[src/rtl/cache_arbiter_pkg.sv]
// arb_types: state and grant encodings shared by the cache arbiter.
package arb_types;
  typedef enum logic [1:0] {IDLE, SERVE_I, SERVE_D} arb_state_t;
  typedef enum logic {GRANT_I, GRANT_D} grant_t;
endpackage

[src/rtl/cache_arbiter.sv]
// cache_arbiter: round-robin sharing of one line-memory port between I-cache fills and D-cache fills/write-backs.
module cache_arbiter
  import arb_types::*;
#(
  parameter int ADDR_W = 32,
  parameter int LINE_W = 256
) (
  input  logic              clk,
  input  logic              rst,
  input  logic              i_pmem_read,
  input  logic [ADDR_W-1:0] i_pmem_address,
  output logic [LINE_W-1:0] i_pmem_rdata,
  output logic              i_pmem_resp,
  input  logic              d_pmem_read,
  input  logic              d_pmem_write,
  input  logic [ADDR_W-1:0] d_pmem_address,
  input  logic [LINE_W-1:0] d_pmem_wdata,
  output logic [LINE_W-1:0] d_pmem_rdata,
  output logic              d_pmem_resp,
  output logic              mem_read,
  output logic              mem_write,
  output logic [ADDR_W-1:0] mem_address,
  output logic [LINE_W-1:0] mem_wdata,
  input  logic [LINE_W-1:0] mem_rdata,
  input  logic              mem_resp
);
  arb_state_t state_q, state_d;
  grant_t     last_q, last_d;
  logic       i_req, d_req;
  assign i_req = i_pmem_read;
  assign d_req = d_pmem_read | d_pmem_write;
  always_ff @(posedge clk) begin
    if (rst) begin
      state_q <= IDLE;
      last_q  <= GRANT_D;
    end else begin
      state_q <= state_d;
      last_q  <= last_d;
    end
  end
  // IDLE always lasts at least one cycle so a just-completed owner cannot be re-granted
  always_comb begin
    state_d = state_q;
    last_d  = last_q;
    if (state_q == IDLE) begin
      if (i_req && (!d_req || last_q == GRANT_D)) begin
        state_d = SERVE_I;
        last_d  = GRANT_I;
      end else if (d_req) begin
        state_d = SERVE_D;
        last_d  = GRANT_D;
      end
    end else if (mem_resp) begin
      state_d = IDLE;
    end
  end
  always_comb begin
    mem_read     = (state_q == SERVE_I) | ((state_q == SERVE_D) & d_pmem_read & ~d_pmem_write);
    mem_write    = (state_q == SERVE_D) & d_pmem_write;
    mem_address  = (state_q == SERVE_D) ? d_pmem_address : i_pmem_address;
    mem_wdata    = d_pmem_wdata;
    i_pmem_resp  = (state_q == SERVE_I) & mem_resp;
    d_pmem_resp  = (state_q == SERVE_D) & mem_resp;
    i_pmem_rdata = mem_rdata;
    d_pmem_rdata = mem_rdata;
  end
  a_i_held: assert property (@(posedge clk) disable iff (rst) (state_q == SERVE_I) |-> i_req);
  a_d_held: assert property (@(posedge clk) disable iff (rst) (state_q == SERVE_D) |-> d_req);
  a_d_rw:   assert property (@(posedge clk) disable iff (rst) !(d_pmem_read && d_pmem_write));
endmodule

[config.mk]
export PLATFORM = sky130hd
export DESIGN_NAME = cache_arbiter
export DESIGN_NICKNAME = d
export VERILOG_FILES = /design/src/rtl/cache_arbiter_pkg.sv /design/src/rtl/cache_arbiter.sv
export SDC_FILE = /design/constraint.sdc
export NUM_CORES = 1
export LEC_CHECK = 0
export CAP_MARGIN = 10
export CORE_AREA = 10 10 532 534
export DETAILED_ROUTE_END_ITERATION = 10
export DIE_AREA = 0 0 542 544
export PLACE_DENSITY = 0.3
export SETUP_SLACK_MARGIN = 0.02
export SYNTH_ARGS = -nofsm -noshare
export SYNTH_HDL_FRONTEND = slang
export SYNTH_SLANG_ARGS = --single-unit
[constraint.sdc]
create_clock -name clk -period 2.5 [get_ports clk]
set_clock_uncertainty 0.1 [all_clocks]
set_input_delay 0.25 -clock clk [delete_from_list [all_inputs] [get_ports clk]]
set_output_delay 0.25 -clock clk [all_outputs]
set_load 0.02 [all_outputs]
==> impl_metrics.tcl <==
set metrics [dict create \
    grt_start_max_net_pins 18 \
    hp-class "in -> out" \
    synth.avg_cell_area_um2 7.819 \
    required_ns 2.15 \
    finish.instance_area_um2 6685 \
    r2r_start "state_q[0]" \
    fin_crit_sh_pct 92.77 \
    io_buffers 105 \
    root_buffer "clkbuf_16" \
    layout_commonest_cell "clkdlybuf4s50_1" \
    first_pass_iters 4 \
    crit_path_max_incr_delay_ns 0.46 \
    place_area_um2 6566 \
    cts_buffers 3 \
    leakagePower_nw 0.9417 \
    synth_compound_area_share_pct 0.6199 \
    synth_seq_cells 3 \
    power_mw 1.148 \
    post_cts_buffers 0 \
    wire_per_inst_um 43.38 \
    drt_iter0_drc 130 \
    route.vias.total 2831 \
    dieHeight_um 544 \
    drive_above_1_share_pct 45.51 \
    holdPathStages 0 \
    cellPowerDensity_nw_per_um2 171.7 \
    num_rows 192 \
    cts_buffer_depth 2 \
    muxShareOfSynthArea_pct 7.207 \
    cts-htree-levels 1 \
    postRouteAntennaNets 0 \
    crit_path_cell_trace "inv_2, nor2_8, buf_4, mux2_2, buf_12" \
    grt-ovfl-total 0 \
    syn-instance-count 826 \
    gp_congestion 0.6531 \
    cts_tree "done" \
    yosys.area_share.simple_pct 1.220 \
    tns_ns 0 \
    peakVddDrop_uv 150.6 \
    cts_sinks 3 \
    hold_viol 0 \
    reg2regPathDepth 3 \
    synth_top_family_by_area "buffers and inverters" \
    fin_nets 750 \
    finalSetupViolations 0 \
    synth_area_leaders "buf_4 (89%), mux2_4 (6.5%), dfxtp_1 (0.93%)" \
    cts-resized-gates 0 \
    synth.top_cell.area_share_pct 89.27 \
    reg2reg_slack_ns 1.42 \
    slew_headroom_pct 40.47 \
    hold_buffers 0 \
    viasPerCell 0.7505 \
    rsz0062_at_grt "no" \
    critPathCaptureType "output port" \
    synth-xor-area-share_pct 0 \
    antenna_found_initial 54 \
    crit_end "mem_address[31]" \
    synthAdderAreaFrac_pct 0 \
    ys_seq_area_share_pct 0.9299 \
    grt_pass1_vias 2876 \
    crit_path_start_kind "flip-flop" \
    path_class "reg -> out" \
    ys.warnings.count 0 \
    grt_pass1_wl_um 170700 \
    core_um2 272400 \
    syn_area_um2 6459 \
    place_hpwl_um 159400 \
    yosys.area.top_type "buf_4" \
    max_freq_mhz 431.2 \
    cpMaxStageDelayCell "nor2_8" \
    area_growth_pct 3.506 \
    track_usage_pct 10.45 \
    slew_viol_final 0 \
    remaining_drc_errors 0 \
    fp.dieW_um 542 \
    worst_slew_pin_slew_ns 0.8862 \
    ioPinCount 1386 \
    mostFrequentLayoutCells "clkdlybuf4s50_1 (70), buf_12 (35), mux2_4 (28)" \
    fin_crit_ns 2.319 \
    num-fill-cells 32633 \
    clk_latency_ns 0.23 \
    dieArea_um2 294800 \
    r2r-end "state_q[1]" \
    arrival_ns 1.97 \
    cap_violations 0 \
    crit_fanout 17 \
    setup.worst_path.start "state_q[1]" \
    clk_pin_slew_ns 0.03 \
    synth.net_count 1408 \
    drt_wl_total_um 163600 \
    floorplan.initialDensity_pct 2.371 \
    status "completed" \
    synth.distinct_cells 22 \
]
## cell usage after synthesis
cell type / instances
buf_4: 768
mux2_4: 28
mux2_2: 4
dfxtp_1: 3
nor2_1: 3
a21oi_1: 2
and2_1: 2
buf_8: 2
a31o_2: 1
buf_6: 1
inv_1: 1
inv_2: 1
nand2_1: 1
nand2b_1: 1
nor2_8: 1
nor2b_1: 1
nor3_1: 1
nor4_1: 1
o211ai_1: 1
o21ai_0: 1
o32ai_1: 1
or2b_1: 1
## cell families after synthesis
kind of cell	count (synthesis)
compound gates	6
buf+inv	773
flops	3
mux	32
simple gates	12
## power breakdown
group	leakage [nW]	internal, mW	switching [mW]
Sequential	0.0249	0.0543	0.00809
Combinational	0.879	0.438	0.394
Clock	0.0383	0.210	0.0439
## critical path: cells and delay by family (launching register included)
kind	cells	cell delay [ns]
AND/OR/NAND/NOR	1	0.46
flip-flops	1	0.37
multiplexers	1	0.38
buffers and inverters	3	0.53
## state kept, by name, indices dropped and copies added, names as in the netlist
name,count
last_q,1
state_q,2
## worst min-delay path by stage
| stage | from | to |
|---|---|---|
| floorplan | rst | state_q[0] |
| global placement | d_pmem_wdata[68] | mem_wdata[68] |
| detailed placement | d_pmem_wdata[68] | mem_wdata[68] |
| CTS | d_pmem_wdata[68] | mem_wdata[68] |
| global route | d_pmem_wdata[116] | mem_wdata[116] |
| finish | mem_rdata[103] | i_pmem_rdata[103] |
## metal layers
layer  part of all wire (%)  wire (um)  track usage, %
met1                     11      17730           3.338
met2                     41      67530           15.48
met3                     42      69330           20.89
met4                    5.0       8244           4.034
met5                   0.48        791           1.924
## final cells by class
type / instances / area, um^2 / share of cell area (%)
Antenna cell: 16 / 40.04 / 0.5989
Multi-Input combinational cell: 50 / 584.3 / 8.740
Tap cell: 3589 / 4491 / 67.17
Clock buffer: 4 / 78.83 / 1.179
Timing Repair Buffer: 108 / 1424 / 21.30
Sequential cell: 3 / 60.06 / 0.8984
Inverter: 2 / 7.507 / 0.1123
## per-stage QoR
step	hold WS (ns)	std cells	setup WS, ns	utilization (%)
floorplan	0.2191	826	1.032	-
global placement	0.4002	3752	0.3586	2.410
detailed placement	0.4002	3752	0.3770	2.410
CTS	0.4002	3756	0.1449	2.439
global route	0.4000	3756	0.1302	2.439
finish	0.4000	3772	0.1807	2.454
Power figures use the tool's default switching activity.
